[config.mk]
export PLATFORM = sky130hd
export DESIGN_NAME = rtc_bus_ctrl
export DESIGN_NICKNAME = d
export VERILOG_FILES = /design/src/rtl/rtc_bus_ctrl_pkg.sv /design/src/rtl/rtc_bus_ctrl_phase_timer.sv /design/src/rtl/rtc_bus_ctrl.sv
export SDC_FILE = /design/constraint.sdc
export NUM_CORES = 1
export LEC_CHECK = 0
export BUFFER_PORTS_ARGS = -buffer_cell sky130_fd_sc_hd__buf_2
export CAP_MARGIN = 5
export CORE_UTILIZATION = 30
export DETAILED_ROUTE_END_ITERATION = 6
export PLACE_DENSITY_LB_ADDON = 0.3
export SLEW_MARGIN = 20
export SYNTH_ARGS = -nofsm -noshare
export SYNTH_HDL_FRONTEND = slang
export SYNTH_SLANG_ARGS = --single-unit
export TNS_END_PERCENT = 20
[constraint.sdc]
create_clock -name clk -period 4.21 [get_ports clk]
set_input_delay 0.421 -clock clk [delete_from_list [all_inputs] [get_ports clk]]
set_output_delay 0.421 -clock clk [all_outputs]
set_load 0.005 [all_outputs]
[src/rtl/rtc_bus_ctrl_pkg.sv]
// Shared types and constants for the RTC multiplexed-bus controller.
package rtc_bus_ctrl_pkg;

    localparam int unsigned T_PH_DEFAULT = 10;
    localparam int unsigned BUS_W        = 8;
    localparam int unsigned CNT_W        = 8;

    typedef enum logic [2:0] {
        ST_IDLE,
        ST_SETUP,
        ST_STROBE,
        ST_HOLD,
        ST_RECOVER,
        ST_DONE
    } state_e;

endpackage

[src/rtl/rtc_bus_ctrl_phase_timer.sv]
// Loadable down-counter that saturates at zero; zero flags the last cycle of a phase.
module phase_timer
    import rtc_bus_ctrl_pkg::*;
(
    input  logic             clk,
    input  logic             reset,
    input  logic             load,
    input  logic [CNT_W-1:0] load_val,
    output logic             zero
);

    logic [CNT_W-1:0] count_q;
    logic [CNT_W-1:0] count_d;

    always_comb begin
        count_d = count_q;
        if (load) begin
            count_d = load_val;
        end else if (count_q != '0) begin
            count_d = count_q - 1'b1;
        end
    end

    always_ff @(posedge clk) begin
        if (reset) begin
            count_q <= '0;
        end else begin
            count_q <= count_d;
        end
    end

    assign zero = (count_q == '0);

endmodule

[src/rtl/rtc_bus_ctrl.sv]
// Sequences one RTC bus transfer (address or data phase) through setup/strobe/hold/recover.
module rtc_bus_ctrl
    import rtc_bus_ctrl_pkg::*;
#(
    parameter int unsigned T_PH = T_PH_DEFAULT
) (
    input  logic             clk,
    input  logic             reset,
    input  logic             start,
    input  logic             op,
    input  logic             wr,
    input  logic             ad,
    input  logic [3:0]       addr,
    input  logic [7:0]       data_in,
    input  logic [BUS_W-1:0] bus_in,
    output logic [BUS_W-1:0] bus_out,
    output logic             bus_oe,
    output logic             cs_n,
    output logic             rd_n,
    output logic             wr_n,
    output logic             ad_n,
    output logic [7:0]       rd_data,
    output logic             rd_valid,
    output logic             busy,
    output logic             done
);

    state_e           state_q, state_d;
    logic             wr_q, wr_d;
    logic             ad_q, ad_d;
    logic [3:0]       addr_q, addr_d;
    logic [7:0]       data_q, data_d;
    logic [7:0]       rd_data_q, rd_data_d;
    logic             rd_valid_q, rd_valid_d;
    logic             phase_load;
    logic             phase_zero;
    logic             is_read;
    logic [BUS_W-1:0] bus_val;

    phase_timer u_phase_timer (
        .clk      (clk),
        .reset    (reset),
        .load     (phase_load),
        .load_val (CNT_W'(T_PH - 1)),
        .zero     (phase_zero)
    );

    // Reload on every state change so each timed state runs exactly T_PH cycles.
    assign phase_load = (state_d != state_q);
    assign is_read    = ad_q && !wr_q;
    assign bus_val    = ad_q ? data_q : {{(BUS_W-4){1'b0}}, addr_q};

    always_ff @(posedge clk) begin
        if (reset) begin
            state_q <= ST_IDLE;
        end else begin
            state_q <= state_d;
        end
    end

    always_comb begin
        state_d = state_q;
        case (state_q)
            ST_IDLE:    if (start) state_d = op ? ST_SETUP : ST_DONE;
            ST_SETUP:   if (phase_zero) state_d = ST_STROBE;
            ST_STROBE:  if (phase_zero) state_d = ST_HOLD;
            ST_HOLD:    if (phase_zero) state_d = ST_RECOVER;
            ST_RECOVER: if (phase_zero) state_d = ST_DONE;
            ST_DONE:    state_d = ST_IDLE;
            default:    state_d = ST_IDLE;
        endcase
    end

    always_comb begin
        cs_n    = 1'b1;
        rd_n    = 1'b1;
        wr_n    = 1'b1;
        ad_n    = 1'b1;
        bus_oe  = 1'b0;
        bus_out = '0;
        busy    = (state_q != ST_IDLE);
        done    = (state_q == ST_DONE);
        case (state_q)
            ST_SETUP, ST_STROBE, ST_HOLD: begin
                cs_n    = 1'b0;
                ad_n    = ad_q;
                bus_oe  = !is_read;
                bus_out = bus_val;
                if (state_q == ST_STROBE) begin
                    if (is_read) rd_n = 1'b0;
                    else         wr_n = 1'b0;
                end
            end
            default: ;
        endcase
    end

    always_comb begin
        wr_d       = wr_q;
        ad_d       = ad_q;
        addr_d     = addr_q;
        data_d     = data_q;
        rd_data_d  = rd_data_q;
        rd_valid_d = 1'b0;
        if (state_q == ST_IDLE && start && op) begin
            wr_d   = wr;
            ad_d   = ad;
            addr_d = addr;
            data_d = data_in;
        end
        if (state_q == ST_STROBE && phase_zero && is_read) begin
            rd_data_d  = bus_in;
            rd_valid_d = 1'b1;
        end
    end

    always_ff @(posedge clk) begin
        if (reset) begin
            wr_q       <= 1'b0;
            ad_q       <= 1'b0;
            addr_q     <= '0;
            data_q     <= '0;
            rd_data_q  <= '0;
            rd_valid_q <= 1'b0;
        end else begin
            wr_q       <= wr_d;
            ad_q       <= ad_d;
            addr_q     <= addr_d;
            data_q     <= data_d;
            rd_data_q  <= rd_data_d;
            rd_valid_q <= rd_valid_d;
        end
    end

    assign rd_data  = rd_data_q;
    assign rd_valid = rd_valid_q;

endmodule

==> results of run 1 <==
-- state kept, by name, indices dropped and copies added, names as in the netlist --
name	flops
wr_q	1
data_q	8
u_phase_timer.count_q	8
state_q	3
rd_data	8
ad_q	1
rd_valid	1
addr_q	4
-- layer usage --
metal,vias to the layer above,part of all wire,GRT usage
li1,731,-,-
met1,649,0.49,0.177
met2,39,0.45,0.199
met3,2,0.050,0.0366
met4,0,0.0083,0.0440
met5,-,0,0
-- per-stage QoR --
stage	utilization	power (mW)	std cells
after detailed placement	0.367	0.858	295
after CTS	0.386	1.11	303
after floorplan	-	0.758	188
after global routing	0.386	1.18	303
after global placement	0.367	0.855	295
final	0.386	1.10	303
-- synth_stat cells --
master / count / area (um^2)
nand2b_1: 1 / 6.26
nor2_1: 24 / 90.1
nand4_1: 2 / 12.5
inv_1: 4 / 15.0
clkbuf_1: 8 / 30.0
or3b_1: 1 / 8.76
nand3b_1: 1 / 7.51
nor3_1: 2 / 10.0
a31oi_1: 4 / 25.0
o211ai_1: 1 / 7.51
nor3b_2: 1 / 12.5
buf_2: 4 / 20.0
or2_1: 1 / 6.26
or3_2: 1 / 7.51
or4_2: 1 / 8.76
o21ai_0: 1 / 5.00
dfxtp_1: 34 / 681
nand3_1: 15 / 75.1
nor4b_4: 1 / 23.8
nand3_2: 1 / 10.0
xnor2_1: 4 / 35.0
mux2i_1: 13 / 130
nor4_4: 1 / 21.3
a211oi_1: 1 / 7.51
and3_1: 4 / 25.0
xor2_1: 3 / 26.3
or3_1: 5 / 31.3
a21oi_1: 19 / 95.1
ha_1: 2 / 25.0
nand2_1: 23 / 86.3
nor3b_1: 2 / 15.0
nor2b_1: 3 / 18.8
-- critical path, delay by kind of cell, from the launching register on --
kind	cells	cell delay [ns]
AOI/OAI and AO/OA	1	0.08
DFF	1	0.47
and+or+nand+nor	3	1.53
-- cell usage in the layout, fill, tap and decap left out --
cell type   count
a31oi_1         4
xor2_1          3
or4_2           1
nor4b_4         1
nand3b_1        1
nor2b_1         3
mux2i_1        13
clkinvlp_4      1
nor3b_2         1
nand2b_1        1
or3b_1          1
or3_1           5
nand2_1        23
nand4_1         2
and3_1          4
buf_2          49
xnor2_1         4
clkbuf_8        6
o21ai_0         1
dfxtp_1        34
nand3_1        15
nand3_2         1
ha_1            2
or2_1           1
nor2_1         24
or3_2           1
nor3_1          2
a21oi_1        19
nor4_4          1
o211ai_1        1
a211oi_1        1
nor3b_1         2
clkinv_2        1
inv_1           4
-- area by class of cell --
cell class	count	area share
Inverter	4	0.00767
Sequential cell	34	0.348
Tap cell	70	0.0448
Multi-Input combinational cell	138	0.426
Clock inverter	2	0.00639
Timing Repair Buffer	49	0.125
Clock buffer	6	0.0422
-- how the worst max path moves through the flow --
stage,to,slack (ns)
final,data_q[3],1.98
after global routing,addr_q[3],1.76
after CTS,data_q[4],1.94
after global placement,data_q[2],1.99
after detailed placement,data_q[4],1.94
after floorplan,state_q[2],2.68
-- where the power goes --
part           switching (mW)  total [mW]  internal [mW]
Clock                   0.120       0.252          0.131
Sequential             0.0712       0.444          0.372
Combinational           0.224       0.406          0.181
-- cell families (layout without fill, tap and decap cells) --
logic type,Yosys count,after routing,synth area share
xor+xnor,7,7,0.0388
mux,13,13,0.0824
compound gates,26,26,0.0887
fa+ha+maj,2,2,0.0158
flops,34,34,0.431
simple gates,90,90,0.302
buf+inv,16,61,0.0412
==> summary.md, run 1 <==
| Metric | Value |
|---|---|
| Status | completed |
| Sequential share of the synthesized area | 0.431 |
| First-pass GRT wire length | 5470 um |
| Area occupied by multi-input gates | 833 um^2 |
| Average wire per cell in the routed design | 12.0 um |
| DR iter-0 viols | 91 |
| Required time of the worst setup path | 4.36 ns |
| Mapped Area | 1580 um^2 |
| Min Tclk post-route | 2.23 ns |
| Worst R2R Start | state_q[2] |
| Final setup fails | 0 |
| Count of cell types in the netlist | 32 |
| Max_cap viols | 0 |
| Routed via count | 1421 |
| Syn Area/Cell | 8.40 um^2 |
| Deepest clock path buffer count | 2 |
| Final TNS setup | 0 ns |
| Period utilization | 0.529 |
| Hold depth | 3 |
| Worst setup path startpoint | state_q[2] |
| Min-Delay Path Class | input port to register |
| Flop2flop setup slack | 1.98 ns |
| CP Max Fanout | 16 |
| Critical path arrival | 2.37 ns |
| Syn nets | 216 |
| CP Cell Sequence | nor4b_4 -> nand2_1 -> nand2_1 -> a21oi_1 |
| # IOs | 50 |
| Largest net degree at the start of global routing | 30 |
| Htree depth | 2 |
| Final Hold Vio Count | 0 |
| Number of detailed-route iterations in the first pass | 4 |
| Diodes inserted | 0 |
| Power per cell area | 563 nW/um^2 |
| Skew final | 0.00314 ns |
| Filler cells | 546 |
| Final HPWL DP | 2560 um |
| Clk_lat worst skew | 0.28 ns |
| Area post-placement | 1860 um^2 |
| IO Port Bufs | 49 |
| Post-route ant nets | 0 |
| Placer's final routability congestion estimate | 0.717 |
| Worst VDD drop | 0.000224 V |
| Nature of the critical path endpoint | register |
| Number of global-route vias before repair | 1177 |
| Initial antenna violation count | 0 |
| Post-CTS setup buffers | 0 |
| Final worst slack | 1.98 ns |
| Slowest stage delay, CP | 0.83 ns |
| Initial Utilization | 0.311 |
| Pre-CTS WS | 1.94 ns |
| Finished Cell Area | 1960 um^2 |
| Lkg Pwr | 0.885 nW |
| Crit start category | register |
| RSZ-0062 raised after global routing | no |
| Kind of critical path | register to register |
| Worst hold margin | 0.368 ns |
| R2r endpoint | data_q[3] |
| Worst path most repeated cell | nand2_1 |
| Synth warn | 0 |
| Root Driver | clkbuf_8 |
| Die area | 5560 um^2 |
| Core ar. | 5070 um^2 |
| Worst Reg2Reg Path Length in Cells | 4 |
| Gate Count Post-Synth | 188 |
| Total CTS buffers | 5 |
| Share of cells above drive strength 1 | 0.270 |
| Count of state elements after synthesis | 34 |
| Slowest-stage cell, CP | nor4b_4 |
| Max Clk Rate | 449 MHz |
| # resized after CTS | 0 |
| Total gr overflow | 0 |
| Reg clk slew, reported paths | 0.07 ns |
| CTS tree | done |
| Site Rows | 26 |
| Post-route DRC | 0 |
| Die Y | 74.6 um |
| Gr usage total | 0.131 |
| Hold path startpoint | bus_in[4] |
| Nets@finish | 260 |
| Final max-slew violation count | 0 |
| Hold buffers post-CTS | 0 |
| Area growth from synthesis to layout | 23.9% |
| Seq. cell area | 681 um^2 |
| Via density | 4.69 |
| Endpoint, Worst Hold | rd_data[4] |
| Slew HR | 0.417 |
| Worst-margin pin slew | 0.871 ns |
| Die W | 74.6 um |
| Sink Count | 34 |
| Drt total wl | 3630 um |
No activity file was read; power rests on OpenSTA's default activity.
==> run 2, diff against run 1 <==
--- a/config.mk
+++ b/config.mk
@@ -5,6 +5,7 @@
 export SDC_FILE = /design/constraint.sdc
 export NUM_CORES = 1
 export LEC_CHECK = 0
+export ABC_AREA = 1
 export BUFFER_PORTS_ARGS = -buffer_cell sky130_fd_sc_hd__buf_2
 export CAP_MARGIN = 5
 export CORE_UTILIZATION = 30
==> constraint.sdc (replaced) <==
create_clock -name clk -period 2 [get_ports clk]
set_input_delay 0.2 -clock clk [delete_from_list [all_inputs] [get_ports clk]]
set_output_delay 0.2 -clock clk [all_outputs]
set_load 0.005 [all_outputs]
==> summary.md, run 2 <==
| Metric | Value |
|---|---|
| Status | completed |
| Top cells by count, synth | nor2_1, dfxtp_1, inv_1 |
| Synth async-reset ratio | 0 (unchanged) |
| Synth top area cells | dfxtp_1, nor2_1, inv_1, o21ai_0, a21oi_1 |
| Final setup fails | 0 (unchanged) |
| Kind of critical path | register to output pin |
| Diodes inserted | 0 (unchanged) |
| Count of state elements after synthesis | 34 (unchanged) |
| Min Tclk post-route | 1.78 ns |
| Count of cell types in the netlist | 27 (-16%) |
| Sink Count | 34 (unchanged) |
| CP Cell Sequence | nor2_4 -> nor2_1 -> inv_1 -> nor2_2 -> inv_1 -> nor2_1 -> buf_2 |
| Post-route DRC | 0 (unchanged) |
| Slew HR | 0.676 (+0.259) |
| DR iter-0 viols | 49 (-46%) |
| Most frequent cells in the layout | buf_2, nor2_1, inv_1, dfxtp_1, o21ai_0 |
| Yosys top cell by area | dfxtp_1 |
| First-pass GRT wire length | 5610 um (+2.5%) |
| Mapped Area | 1630 um^2 (+3.4%) |
| Via density | 4.38 (-6.5%) |
| IO Port Bufs | 49 (unchanged) |
| Die W | 75.8 um (+1.6%) |
| Worst VDD drop | 0.000765 V (+240%) |
| Yosys top cell area share | 0.417 (-0.0142) |
| Root Driver | clkbuf_8 |
| Die Y | 75.8 um (+1.6%) |
| Final Hold Vio Count | 0 (unchanged) |
| Number of global-route vias before repair | 1282 (+8.9%) |
| Largest net degree at the start of global routing | 20 (-33%) |
| Skew final | 0.00487 ns (+0.00174 ns) |
| Deepest clock path buffer count | 2 (unchanged) |
| Critical path arrival | 1.58 ns (-0.79 ns) |
| Placer's final routability congestion estimate | 0.762 (+6.2%) |
| Site Rows | 26 (unchanged) |
| Most numerous cell in the Yosys netlist | nor2_1 |
| Area growth from synthesis to layout | 23.4% |
| Share of cells above drive strength 1 | 0.275 (+0.00434) |
| Drt total wl | 3480 um (-4.1%) |
| Filler cells | 545 (-0.18%) |
| Clk_lat worst skew | 0.28 ns (about the same) |
| Initial antenna violation count | 0 (unchanged) |
| Reg clk slew, reported paths | 0.07 ns (about the same) |
| Nets@finish | 300 (+15%) |
| Crit start category | register |
| Period utilization | 0.892 |
| Max Clk Rate | 561 MHz |
| Number of detailed-route iterations in the first pass | 4 (unchanged) |
| Required time of the worst setup path | 1.80 ns (-2.56 ns) |
| Slowest-stage cell, CP | dfxtp_1 |
| Post-route ant nets | 0 (unchanged) |
| Routed via count | 1504 (+5.8%) |
| Synth warn | 0 (unchanged) |
| Syn nets | 249 (+15%) |
| CTS tree | done |
| Initial Utilization | 0.316 (+0.00453) |
| Die area | 5740 um^2 (+3.3%) |
| Max_cap viols | 0 (unchanged) |
| Layout Cells excl Fill | 343 (+13%) |
| Area post-placement | 1920 um^2 (+3.1%) |
| Synth Flop Type | dfxtp_1 |
| Slowest stage delay, CP | 0.47 ns (-0.36 ns) |
| Total gr overflow | 0 (unchanged) |
| Core ar. | 5170 um^2 (+1.9%) |
| Average wire per cell in the routed design | 10.2 um (-15%) |
| Final max-slew violation count | 0 (unchanged) |
| Worst-margin pin slew | 0.486 ns (-0.385 ns) |
| CP Max Fanout | 5 (-11) |
| # IOs | 50 (unchanged) |
| Finished Cell Area | 2020 um^2 (+3.0%) |
| Sequential share of the synthesized area | 0.417 (-0.0142) |
| Final HPWL DP | 2540 um (-0.61%) |
| DP Cell Count | 335 (+14%) |
| Syn Area/Cell | 7.39 um^2 (-12%) |
| Most common cell after layout, fill and taps aside | buf_2 |
| Number of flops mapped to enable cells by yosys | 0 (unchanged) |
| Gate Count Post-Synth | 221 (+18%) |
| Nature of the critical path endpoint | output pin |
| Gr usage total | 0.132 (+0.00148) |
| Lkg Pwr | 0.956 nW (+8.1%) |
| Htree depth | 2 (unchanged) |
| Min-Delay Path Class | input port to register |
| Power per cell area | 1250 nW/um^2 (+120%) |
| Final Power | 2.52 mW (+130%) |
| Total CTS buffers | 5 (unchanged) |
## run 2: changes by cell type after synthesis, moves of 5 or more
cell,before,now
nor2_1,24,42
clkbuf_1,8,2
o21ai_0,1,22
inv_1,4,34
or3_1,5,0
mux2i_1,13,0
## run 2: critical path, delay by kind of cell (launching register included)
family        cells  cell delay (ns)
buf+inv           3             0.34
simple gates      4             0.51
flops             1             0.47
## run 2: per-stage QoR
step | setup slack, ns | util | setup TNS, ns | hold slack, ns
2_1_floorplan | 0.647 | - | 0 | 0.269
3_3_place_gp | 0.391 | 0.371 | 0 | 0.446
3_5_place_dp | 0.375 | 0.371 | 0 | 0.451
4_1_cts | 0.0621 | 0.389 | 0 | 0.168
5_1_grt | -0.00233 | 0.390 | -0.00233 | 0.178
6_report | 0.216 | 0.390 | 0 | 0.169
## run 2: worst paths after layout
| path | start | endpoint | slack (ns) | depth (start not counted) |
|---|---|---|---|---|
| min | bus_in[2] | rd_data[2] | 0.17 | 3 |
| max reg2reg | u_phase_timer.count_q[0] | u_phase_timer.count_q[5] | 0.49 | 9 |
| min reg2reg | data_q[4] | data_q[4] | 0.45 | 2 |
| max | state_q[0] | bus_out[7] | 0.22 | 7 |
## run 2: routing by layer
metal  track usage  part of all wire
met4        0.0556             0.013
met2         0.217              0.46
met3        0.0450             0.066
met1         0.157              0.46
met5             0                 0
## run 2: logic make-up (layout without fill, tap and decap cells)
logic type,count (synthesis),after routing,synth area share
simple gates,96,96,0.297
fa+ha+maj,2,2,0.0153
flops,34,34,0.417
buf+inv,42,94,0.114
xor+xnor,2,2,0.0107
compound gates,45,45,0.146
## run 2: cell type report
cell class                      count  area [um^2]  share of cell area
Tap cell                           70         87.6              0.0435
Sequential cell                    34          681               0.338
Clock inverter                      1         5.00             0.00248
Multi-Input combinational cell    145          771               0.382
Clock buffer                        7         86.3              0.0428
Timing Repair Buffer               49          245               0.122
Inverter                           37          140              0.0695
## run 2: power breakdown
group,internal (mW),switching [mW]
combinational,0.399,0.708
sequential,0.805,0.0998
clock,0.277,0.232
## run 2: what timing repair did
action,in CTS,in global routing
setup endpoints to repair,0,8
gates resized for setup,0,2
hold buffers,0,0
buffers inserted,0,0
endpoints found under the hold margin,0,0
==> run 3, diff against run 2 <==
==> constraint.sdc (replaced) <==
create_clock -name clk -period 1.94 [get_ports clk]
set_input_delay 0.194 -clock clk [delete_from_list [all_inputs] [get_ports clk]]
set_output_delay 0.194 -clock clk [all_outputs]
set_load 0.005 [all_outputs]
==> summary.md, run 3 (synthesis gave the netlist of run 2 again) <==
| Metric | Value |
|---|---|
| Status | completed |
| Power per cell area | 1280 nW/um^2 (+2.7%) |
| Routed via count | 1491 (-0.86%) |
| Final HPWL DP | 2530 um (-0.68%) |
| Required time of the worst setup path | 1.75 ns (-0.05 ns) |
| Diodes inserted | 0 (unchanged) |
| Slew HR | 0.692 (+0.0161) |
| Deepest clock path buffer count | 2 (unchanged) |
| Die Y | 75.8 um (unchanged) |
| Initial antenna violation count | 0 (unchanged) |
| RSZ-0062 raised after global routing | no |
| Post-route DRC | 0 (unchanged) |
| Clk_lat worst skew | 0.27 ns (about the same) |
| Share of cells above drive strength 1 | 0.273 (-0.00166) |
| Total gr overflow | 0 (unchanged) |
| Sink Count | 34 (unchanged) |
| Die area | 5740 um^2 (unchanged) |
| Via density | 4.37 (-0.28%) |
| IO Port Bufs | 49 (unchanged) |
| Final Power | 2.58 mW (+2.5%) |
| Worst VDD drop | 0.000845 V (+11%) |
| Initial Utilization | 0.316 (unchanged) |
| Largest net degree at the start of global routing | 20 (unchanged) |
| Post-route ant nets | 0 (unchanged) |
| Number of detailed-route iterations in the first pass | 4 (unchanged) |
| Min Tclk post-route | 1.71 ns |
| Critical path arrival | 1.51 ns (-0.07 ns) |
| Final TNS setup | 0 ns (unchanged) |
| Min-Delay Path Class | input port to register |
| Filler cells | 543 (-0.37%) |
| Most frequent cells in the layout | buf_2, nor2_1, inv_1, dfxtp_1, o21ai_0 |
| Core ar. | 5170 um^2 (unchanged) |
| Final max-slew violation count | 0 (unchanged) |
| Max Clk Rate | 585 MHz |
| Number of global-route vias before repair | 1305 (+1.8%) |
| Skew final | 0.00315 ns (-0.00173 ns) |
| First-pass GRT wire length | 5590 um (-0.36%) |
| Root Driver | clkbuf_8 |
| Nets@finish | 300 (unchanged) |
| Average wire per cell in the routed design | 10.2 um (+0.50%) |
| Gr usage total | 0.126 (-0.00561) |
| Area growth from synthesis to layout | 23.2% |
| Site Rows | 26 (unchanged) |
| # IOs | 50 (unchanged) |
| Max_cap viols | 0 (unchanged) |
| Period utilization | 0.880 |
| CP Max Fanout | 5 (unchanged) |
| Reg clk slew, reported paths | 0.06 ns (about the same) |
| Final worst slack | 0.232 ns (+0.0155 ns) |
| Pre-CTS WS | 0.368 ns (-0.00778 ns) |
| CTS tree | done |
| Drt total wl | 3480 um (about the same) |
| Final Hold Vio Count | 0 (unchanged) |
| Htree depth | 2 (unchanged) |
| Kind of critical path | register to output pin |
| Nature of the critical path endpoint | output pin |
| Final setup fails | 0 (unchanged) |
| Total CTS buffers | 5 (unchanged) |
| Crit start category | register |
| DR iter-0 viols | 59 (+20%) |
| Worst-margin pin slew | 0.462 ns (-0.0242 ns) |
| Lkg Pwr | 0.951 nW (-0.50%) |
| Placer's final routability congestion estimate | 0.786 (+3.2%) |
| Die W | 75.8 um (unchanged) |
| Most common cell after layout, fill and taps aside | buf_2 |
-- run 3: cell types whose count changed in the layout (fill, tap and decap cells not counted) --
| cell | before | now |
|---|---|---|
| clkbuf_1 | 1 | 0 |
| clkinv_2 | 2 | 1 |
| nor2_4 | 2 | 3 |
| nor2_2 | 4 | 3 |
-- run 3: path summary, 6_finish.rpt --
check / from / end / slack [ns] / depth (start not counted)
max: state_q[0] / bus_out[3] / 0.23 / 7
min: bus_in[5] / rd_data[5] / 0.17 / 3
max reg2reg: u_phase_timer.count_q[0] / u_phase_timer.count_q[4] / 0.41 / 9
min reg2reg: data_q[5] / data_q[5] / 0.46 / 2
-- run 3: per-stage QoR --
stage	utilization	area [um^2]	cells	hold slack, ns
2_1_floorplan	-	1630	221	0.263
3_3_place_gp	0.371	1920	335	0.446
3_5_place_dp	0.371	1920	335	0.453
4_1_cts	0.387	2000	341	0.164
5_1_grt	0.389	2010	341	0.166
6_report	0.389	2010	341	0.169
-- run 3: power by group --
part           internal (mW)  leakage [nW]  switching, mW  total [mW]
sequential             0.830         0.277          0.100       0.930
clock                  0.273        0.0431          0.224       0.498
combinational          0.412         0.631          0.744        1.16
-- run 3: routing by layer --
metal  GRT usage  part of all wire  up-vias
met5           0                 0        -
met4      0.0432             0.014        0
met3      0.0397             0.060        7
met2       0.206              0.45       48
met1       0.157              0.48      630
li1            -                 -      806
-- run 3: worst max-delay path, stage by stage, from the launching register on --
cell	delay, ns
dfxtp_1	0.37
nor2_4	0.17
nor2_1	0.05
inv_1	0.18
nor2_2	0.10
a22oi_1	0.18
inv_1	0.07
buf_2	0.12
-- run 3: cell type report --
class / count / area (um^2) / area share
clock buffer: 6 / 82.6 / 0.0410
timing repair buffer: 49 / 245 / 0.122
multi-input combinational: 145 / 776 / 0.386
tap: 70 / 87.6 / 0.0435
inverter: 37 / 140 / 0.0697
sequential: 34 / 681 / 0.338
-- run 3: what timing repair did --
item,4_1_cts,5_1_grt
setup endpoints to repair,0,8
hold buffers,0,0
buffers inserted,0,0
gates resized for setup,0,3
